<file path="src/rtl/mv_mult_stream_if.sv">
// Bundle of the coefficient-write, vector-input and result-output signals of mv_mult_stream.
// N and W must match the parameters of the connected mv_mult_stream instance.
// master = upstream/downstream driver side, slave = the multiplier itself.
interface mv_mult_stream_if #(
  parameter int N = 3,
  parameter int W = 4
);
  localparam int AW = $clog2(N * N);
  localparam int OW = 2 * W + $clog2(N);

  logic          coef_we;
  logic [AW-1:0] coef_addr;
  logic [W-1:0]  coef_data;
  logic          in_valid;
  logic          in_ready;
  logic [W-1:0]  in_data;
  logic          out_valid;
  logic          out_ready;
  logic [OW-1:0] out_data;
  logic          out_last;
  logic          busy;

  modport master (
    output coef_we, coef_addr, coef_data, in_valid, in_data, out_ready,
    input  in_ready, out_valid, out_data, out_last, busy
  );

  modport slave (
    input  coef_we, coef_addr, coef_data, in_valid, in_data, out_ready,
    output in_ready, out_valid, out_data, out_last, busy
  );
endinterface

</file>
<file path="src/rtl/mv_mult_stream.sv">
// Sequential N x N matrix-vector multiplier: loads a vector, runs one MAC per cycle, streams N results.
// Latency: first result valid N*N+1 cycles after the last input handshake; one vector per N+N*N+N cycles.
// Backpressure: in_ready only in LOAD; results hold on out_data while out_ready is low.
module mv_mult_stream #(
  parameter int N = 3,
  parameter int W = 4
) (
  input logic          clk,
  input logic          rst,
  mv_mult_stream_if.slave bus
);
  localparam int AW = $clog2(N * N);
  localparam int IW = (N > 1) ? $clog2(N) : 1;
  localparam int OW = 2 * W + $clog2(N);
  localparam logic [IW-1:0] LAST = IW'(N - 1);

  typedef enum logic [1:0] {S_LOAD, S_COMPUTE, S_OUTPUT} state_t;

  state_t        state, state_nxt;
  logic [IW-1:0] idx, row, col, oidx;
  logic [OW-1:0] acc;
  logic [W-1:0]  v   [N];
  logic [W-1:0]  m   [N*N];
  logic [OW-1:0] res [N];

  logic          in_fire, out_fire, mac_last;
  logic [AW-1:0] mac_addr;
  logic [2*W-1:0] prod;
  logic          coef_ok;

  // Handshake qualifiers and the single multiplier for the current (row, col) step
  always_comb begin
    in_fire  = bus.in_valid && (state == S_LOAD);
    out_fire = (state == S_OUTPUT) && bus.out_ready;
    mac_last = (row == LAST) && (col == LAST);
    mac_addr = AW'(int'(row) * N + int'(col));
    prod     = (2*W)'(m[mac_addr]) * (2*W)'(v[col]);
    coef_ok  = bus.coef_we && (state != S_COMPUTE) && (32'(bus.coef_addr) < 32'(N * N));
  end

  // FSM state register
  always_ff @(posedge clk or posedge rst) begin
    if (rst) state <= S_LOAD;
    else     state <= state_nxt;
  end

  // FSM next-state: LOAD -> COMPUTE on last element, COMPUTE -> OUTPUT after final MAC, back on out_last handshake
  always_comb begin
    state_nxt = state;
    case (state)
      S_LOAD:    if (in_fire && idx == LAST) state_nxt = S_COMPUTE;
      S_COMPUTE: if (mac_last) state_nxt = S_OUTPUT;
      S_OUTPUT:  if (out_fire && oidx == LAST) state_nxt = S_LOAD;
      default:   state_nxt = S_LOAD;
    endcase
  end

  // FSM outputs; out_data is forced to zero whenever no result is being offered
  always_comb begin
    bus.in_ready  = (state == S_LOAD);
    bus.out_valid = (state == S_OUTPUT);
    bus.out_last  = (state == S_OUTPUT) && (oidx == LAST);
    bus.out_data  = (state == S_OUTPUT) ? res[oidx] : '0;
    bus.busy      = (state != S_LOAD);
  end

  // Datapath: vector capture, row-major MAC sweep, output index
  always_ff @(posedge clk or posedge rst) begin
    if (rst) begin
      idx  <= '0;
      row  <= '0;
      col  <= '0;
      oidx <= '0;
      acc  <= '0;
      for (int i = 0; i < N; i++) begin
        v[i]   <= '0;
        res[i] <= '0;
      end
    end else begin
      case (state)
        S_LOAD: begin
          if (in_fire) begin
            v[idx] <= bus.in_data;
            if (idx == LAST) begin
              idx <= '0;
              acc <= '0;
              row <= '0;
              col <= '0;
            end else begin
              idx <= idx + 1'b1;
            end
          end
        end
        S_COMPUTE: begin
          if (col == LAST) begin
            res[row] <= acc + OW'(prod);
            acc      <= '0;
            col      <= '0;
            if (row == LAST) begin
              row  <= '0;
              oidx <= '0;
            end else begin
              row <= row + 1'b1;
            end
          end else begin
            acc <= acc + OW'(prod);
            col <= col + 1'b1;
          end
        end
        S_OUTPUT: begin
          if (out_fire) oidx <= (oidx == LAST) ? '0 : oidx + 1'b1;
        end
        default: ;
      endcase
    end
  end

  // Coefficient file: writable outside COMPUTE so a running product sees a frozen matrix
  always_ff @(posedge clk or posedge rst) begin
    if (rst) begin
      for (int i = 0; i < N * N; i++) m[i] <= '0;
    end else if (coef_ok) begin
      m[bus.coef_addr] <= bus.coef_data;
    end
  end
endmodule

</file>
<file path="src/flat_wrapper.sv">
// flat-port wrapper written by rule: the top's interface ports become plain ports
module mv_mult_stream_flat 
#(
  parameter int N = 3,
  parameter int W = 4
)
  (clk, rst, bus_coef_we, bus_coef_addr, bus_coef_data, bus_in_valid, bus_in_data, bus_out_ready, bus_in_ready, bus_out_valid, bus_out_data, bus_out_last, bus_busy);
  mv_mult_stream_if #(.N(N), .W(W)) bus_i ();
  input logic clk;
  input logic rst;
  input wire logic [$bits(bus_i.coef_we)-1:0] bus_coef_we;
  input wire logic [$bits(bus_i.coef_addr)-1:0] bus_coef_addr;
  input wire logic [$bits(bus_i.coef_data)-1:0] bus_coef_data;
  input wire logic [$bits(bus_i.in_valid)-1:0] bus_in_valid;
  input wire logic [$bits(bus_i.in_data)-1:0] bus_in_data;
  input wire logic [$bits(bus_i.out_ready)-1:0] bus_out_ready;
  output wire logic [$bits(bus_i.in_ready)-1:0] bus_in_ready;
  output wire logic [$bits(bus_i.out_valid)-1:0] bus_out_valid;
  output wire logic [$bits(bus_i.out_data)-1:0] bus_out_data;
  output wire logic [$bits(bus_i.out_last)-1:0] bus_out_last;
  output wire logic [$bits(bus_i.busy)-1:0] bus_busy;
  assign bus_i.coef_we = bus_coef_we;
  assign bus_i.coef_addr = bus_coef_addr;
  assign bus_i.coef_data = bus_coef_data;
  assign bus_i.in_valid = bus_in_valid;
  assign bus_i.in_data = bus_in_data;
  assign bus_i.out_ready = bus_out_ready;
  assign bus_in_ready = bus_i.in_ready;
  assign bus_out_valid = bus_i.out_valid;
  assign bus_out_data = bus_i.out_data;
  assign bus_out_last = bus_i.out_last;
  assign bus_busy = bus_i.busy;
  mv_mult_stream #(.N(N), .W(W)) u_core (.clk(clk), .rst(rst), .bus(bus_i));
endmodule
</file>
<file path="config.mk">
export PLATFORM = sky130hd
export DESIGN_NAME = mv_mult_stream_flat
export DESIGN_NICKNAME = d
export VERILOG_FILES = /design/src/rtl/mv_mult_stream_if.sv /design/src/rtl/mv_mult_stream.sv /design/src/flat_wrapper.sv
export SDC_FILE = /design/constraint.sdc
export NUM_CORES = 1
export LEC_CHECK = 0
export CELL_PAD_IN_SITES_DETAIL_PLACEMENT = 2
export CELL_PAD_IN_SITES_GLOBAL_PLACEMENT = 2
export CORE_MARGIN = 2
export CORE_UTILIZATION = 37
export CTS_CLUSTER_SIZE = 16
export DETAILED_ROUTE_END_ITERATION = 10
export PLACE_DENSITY = 0.83
export SETUP_SLACK_MARGIN = 0.15
export SLEW_MARGIN = 20
export SYNTH_ARGS = -nofsm -noshare
export SYNTH_HDL_FRONTEND = slang
export SYNTH_SLANG_ARGS = --single-unit
</file>
<file path="constraint.sdc">
create_clock -name clk -period 5.4 [get_ports clk]
set_input_delay 1.08 -clock clk [delete_from_list [all_inputs] [get_ports clk]]
set_output_delay 1.08 -clock clk [all_outputs]
set_load 0.01 [all_outputs]
</file>
# After elaboration in Yosys (flattened, before gate mapping)
# Index checks and enable logic that the tools add are counted.
word_totals:
  regBits: 98
  input_bits: 17
op_classes:
  reduce_logical: 21
  magnitude_cmp: 10
  eq_ne: 15
  bitwise: 6
  muxes: 40
  n_addsub: 6
  mul: 2
op_table:
  columns: ["cell", "count"]
  rows:
  - ["10-bit 2-to-1 mux", 7]
  - ["36-bit bitwise mux", 1]
  - ["30-bit bitwise mux", 1]
  - ["2-bit 2-to-1 mux", 13]
  - ["4-bit 2-to-1 mux", 6]
  - ["10-bit binary-select mux with 2-bit select", 1]
  - ["10-bit demux with 2-bit select", 1]
  - ["10-bit case mux with 2 select lines", 1]
  - ["2-bit by 1-bit != test with 1-bit output (second input constant)", 9]
  - ["4-bit binary-select mux with 4-bit select", 1]
  - ["4-bit demux with 4-bit select", 1]
  - ["12-bit bitwise mux", 1]
  - ["3-bit >= comparator (second input constant)", 4]
  - ["2-bit NOT with 3-bit output", 4]
  - ["2-bit case mux with 2 select lines", 3]
  - ["1-bit logical AND", 11]
  - ["10-bit by 8-bit adder with 10-bit output", 1]
  - ["2-bit == test (second input constant)", 5]
  - ["5-bit >= comparator (second input constant)", 2]
  - ["4-bit NOT with 5-bit output", 2]
  - ["2-bit by 1-bit adder with 2-bit output (second input constant)", 4]
  - ["4-bit binary-select mux with 2-bit select", 1]
  - ["4-bit demux with 2-bit select", 1]
  - ["4-bit by 4-bit multiplier with 8-bit output", 1]
  - ["other kinds (12)", 18]

# Logic depth before layout (Yosys ltp)
depth:
  ltp_word: 10
  mapped_depth: 19
  depth_no_buf: 18

# Least setup slack after synthesis
# Ideal clock, no wire load.
synth_path:
  path_type: "flip-flop to flip-flop"
  from: "reg u_core.row[0]"
  to: "reg u_core.res[16] in the netlist's numbering"
  stages_incl_launch_ff: 18
  n_path_buf: 1
  period_less_slack_ns: 5.518
  path_slack_ns: -0.118
  arrival_ns: 5.453
  cell_sequence: "dfrtp_1 -> fa_1 -> ha_1 -> fa_1 -> clkbuf_1 -> nor3_1 -> nand3_1 -> o21a_1 -> or2_2 -> fa_1 -> fa_1 -> fa_1 -> inv_1 -> ha_1 -> o21ai_0 -> or4b_2 -> o2111ai_1 -> mux2_2"
synth_between:
  elab_chain_len: 9
synth_rtl:
  columns: ["item", "line_no", "text"]
  rows:
  - ["start, declared", "mv_mult_stream.sv:20", "logic [IW-1:0] idx, row, col, oidx;"]
  - ["start signal, assigned", "mv_mult_stream.sv:103", "row <= row + 1'b1;"]
  - ["2-bit by 2-bit multiplier with 4-bit output", "mv_mult_stream.sv:36", "mac_addr = AW'(int'(row) * N + int'(col));"]
  - ["4-bit by 3-bit adder with 4-bit output", "mv_mult_stream.sv:36", null]
  - ["4-bit NOT with 5-bit output (implied by the code)", "mv_mult_stream.sv:37", "prod = (2*W)'(m[mac_addr]) * (2*W)'(v[col]);"]
  - ["4-bit binary-select mux with 4-bit select", "mv_mult_stream.sv:37", null]
  - ["4-bit 2-to-1 mux (implied by the code) (2 in a row)", "mv_mult_stream.sv:37", null]
  - ["4-bit by 4-bit multiplier with 8-bit output", "mv_mult_stream.sv:37", null]
  - ["10-bit by 8-bit adder with 10-bit output", "mv_mult_stream.sv:96", "res[row] <= acc + OW'(prod);"]
  - ["30-bit bitwise mux *", "mv_mult_stream.sv:96", null]
  - ["end signal, assigned by index", "mv_mult_stream.sv:96", null]
  - ["end, declared", "mv_mult_stream.sv:24", "logic [OW-1:0] res [N];"]
# Mark *: on every way between the ends. The rest lies on a longest branch, timed or not. The select of a mux whose other input is x is not followed.
# A chain may end at the register's enable or synchronous reset.

# Worst setup path after layout
layout_path:
  from: "reg u_core.row[1]"
  to: "reg u_core.res[16] in the netlist's numbering"
# Same word-level chain as after synthesis.

==> out/results.tsv <==
stage	metric	value	unit
finish	final_util	45.07	%
synth	avgSynthCellArea	11.58	um2
power_and_ir_drop	switchingPower	1.761	mW
synth	yosys.area.top_type_share	45.36	%
placed_design	dp_slack	-0.06852	ns
synth	yosysSeqAreaShare	45.36	%
drt	drt_wl_total	14810	um
finish	antennaDiodeCount	0	
power_and_ir_drop	clkPwrFrac	15.9	%
setup_path	start_kind	flop	
timing	post-route-period-util	98.82	%
setup_path	required	5.64	ns
power_and_ir_drop	ir_drop	248.7	uV
clock_tree	clk_pin_slew	0.07	ns
finish	num-fill-cells	1464	
drt	vias_per_cell	5.405	
power_and_ir_drop	pwr-share-seq	28.5	%
global_routing	grt_max_degree	74	
timing	slew_violations	0	
timing	max_slew_margin	29.26	%
finish	multi_input_area	2953	um2
finish	nets	558	
setup_path	crit_fanout	5	
clock_tree	cts-htree-levels	3	
synth	synth_cell_type_count	51	
setup_path	reg2reg_slack	0.06	ns
placed_design	post-place-cells	673	
placed_design	place_congestion	0.7783	
timing	finalHoldViolations	0	
synth	synth_top_cell_by_area	dfrtp_1	
global_routing	antenna_found_initial	0	
global_routing	gr-total-overflow	0	
clock_tree	cts_max_path_buffers	2	
timing	fin_skew	0.009473	ns
synth	syn_inst	467	
power_and_ir_drop	netSwitchingFraction	40.91	%
power_and_ir_drop	power_frac_comb	55.6	%
synth	synth-seq-cells	98	
setup_path	crit_type	reg -> reg	
setup_path	r2r_cells	16	
global_routing	grt_pass1_wl	24940	um
floorplan	io_pins	31	
synth	synth_edf_count	0	
synth	synth_fp_nets	518	
drt	firstDrtPassIters	4	
synth	synthTopCellsByCount	98 x dfrtp_1, 66 x mux2_2, 45 x nor2_1	
worst_hold_path	hold_class	reg -> reg	
power_and_ir_drop	intPower	2.544	mW
clock_tree	cts_inserted_buffers	9	
clock_tree	cts-root-buf	clkbuf_16	
global_routing	grt_pass1_vias	4447	
drt	vias	3762	
finish	regArea	2452	um2
power_and_ir_drop	p_leak	3.017	nW
timing	rsz0062_at_grt	true	
synth	synth_area_leaders	dfrtp_1 45%, mux2_2 14%, ha_1 5.3%, fa_1 4.1%, mux2i_1 3.3%	
drt	drc	0	
global_routing	grt_use_total	20.34	%
timing	max_clock_freq	0.1874	GHz
synth	synth_ff_type	dfrtp_1	
status	status	completed	
synth	yosys_warnings	0	
drt	drt_iter0_drc	132	
floorplan	die_x	124.9	um
setup_path	critPathCaptureType	flop	
finish	syn_to_final_growth	20.25	%
drt	wl_per_cell	21.28	um
finish	fin_cells	696	
clock_tree	tritoncts	built	
floorplan	core	14420	um2
timing	finalWorstSetupSlack	0.06386	ns
setup_path	r2r_start	u_core.row[1]	
synth	synth.most_common_cell	dfrtp_1	
floorplan	die-area	15600	um2
timing	setup_viol	0	
timing	fin_crit	5.336	ns
power_and_ir_drop	powerDensity	662.2	nW/um2
setup_path	cp.arrival	5.58	ns
clock_tree	cts.sinks	98	
floorplan	initial_utilization	37.48	%
drt	ant_nets	0	
placed_design	dp_hpwl	10470	um
finish	drive_gt1_share	30.47	%
clock_tree	clk_latency	0.36	ns
power_and_ir_drop	finalPower	4.305	mW
floorplan	die-height	124.9	um
timing	worstMarginPinSlew	1.059	ns
placed_design	portBuffers	30	
flow_run	cap_violations	0	
worst_hold_path	worstHoldStart	u_core.m[5]	
worst_hold_path	min_to	u_core.m[5]	
setup_path	rr_endpoint	u_core.res[16]	
worst_hold_path	min_path_cells	1	
synth	syn_area	5406	um2
floorplan	rows	44	
synth	async_flop_share	100.0	%
critical path: stages (launching register included):
cell and delay (ns):
dfrtp_1 0.40, fa_1 0.56, ha_2 0.18, fa_2 0.50, nor3_4 0.26, nand3_1 0.11
o21a_1 0.14, or2_4 0.24, fa_1 0.55, fa_1 0.44, fa_1 0.55, inv_2 0.05
ha_4 0.31, o21ai_4 0.07, o211ai_1 0.27, o2111ai_2 0.26, mux2_4 0.34
kinds of logic (layout without fill, tap and decap cells):
logic type	after synthesis	after routing	share of synthesized area (%)
muxes	96	96	21.52
adders and majority gates	34	34	9.396
AOI/OAI and AO/OA	70	70	8.517
xor gates and xnor gates	4	4	0.6481
DFF	98	98	45.36
buffers and inverters	49	94	3.726
and+or+nand+nor	116	116	10.83
registers in the layout (all words and copies together) (netlist names):
signal,cells
u_core.m,36
u_core.res,30
u_core.v,12
u_core.acc,10
u_core.col,2
u_core.idx,2
u_core.oidx,2
u_core.row,2
u_core.state,2
layout by cell type, fill, tap and decap left out, types with 3 or more instances in the layout:
| master | n |
|---|---|
| o21a_1 | 4 |
| inv_1 | 29 |
| o211ai_1 | 6 |
| a31oi_1 | 5 |
| nor2b_1 | 6 |
| mux4_2 | 8 |
| o21ai_0 | 5 |
| or2_2 | 4 |
| fa_1 | 9 |
| clkdlybuf4s50_1 | 30 |
| mux2_2 | 63 |
| xnor2_1 | 3 |
| a21o_1 | 4 |
| nand3_1 | 7 |
| nand2_1 | 23 |
| ha_1 | 19 |
| mux2i_1 | 16 |
| nand3_2 | 5 |
| nor2_1 | 43 |
| clkbuf_16 | 9 |
| clkbuf_8 | 3 |
| a22o_1 | 9 |
| mux2_4 | 7 |
| dfrtp_1 | 98 |
| buf_4 | 16 |
| or4_4 | 3 |
| a21oi_1 | 22 |
routing by layer:
layer | wire [um] | part of all wire [%] | vias to the layer above | GRT usage, %
li1 | - | - | 1718 | -
met2 | 7998 | 54 | 44 | 36.80
met3 | 256 | 1.7 | 20 | 2.835
met5 | 0 | 0 | - | 0
met4 | 304 | 2.1 | 0 | 8.039
met1 | 6254 | 42 | 1980 | 24.38
power groups by stage:
stage	Clock (mW)	Combinational [mW]	Sequential [mW]
global placement	0	1.94	1.20
floorplan	0	1.52	1.15
finish	0.685	2.39	1.23
global route	0.729	2.62	1.26
CTS	0.699	2.30	1.22
detailed placement	0	2.07	1.23
how the worst max path moves through the flow:
stage	cells past startpoint	from	to
finish	16	u_core.row[1]	u_core.res[16]
global placement	16	u_core.row[0]	u_core.res[16]
detailed placement	16	u_core.row[0]	u_core.res[16]
global route	16	u_core.row[1]	u_core.res[16]
CTS	16	u_core.col[1]	u_core.acc[8]
floorplan	17	u_core.row[0]	u_core.res[18]
cell type report:
class | instances | area share [%]
clock buffer | 12 | 4.099
clock inverter | 4 | 0.7506
inverter | 31 | 1.828
multi-input combinational | 320 | 45.42
sequential | 98 | 37.72
tap | 184 | 3.541
timing repair buffer | 47 | 6.640
per-stage QoR:
stage | hold slack, ns | cell area [um2] | setup TNS, ns
2_1_floorplan | 0.4492 | 5464 | 0
3_3_place_gp | 0.4627 | 5977 | 0
3_5_place_dp | 0.4844 | 5977 | -0.4938
4_1_cts | 0.5068 | 6404 | 0
5_1_grt | 0.5261 | 6501 | -0.5644
6_report | 0.5088 | 6501 | 0
what timing repair did:
item / 4_1_cts / 5_1_grt
setup buffers: 4 / 3
endpoints found under the setup margin: 19 / 20
hold buffers: 0 / 0
gates resized for setup: 19 / 18
cloned: 0 / 0
pin swaps: 11 / 16
endpoints found under the hold margin: 0 / 0
No activity file was read; power rests on OpenSTA's default activity.
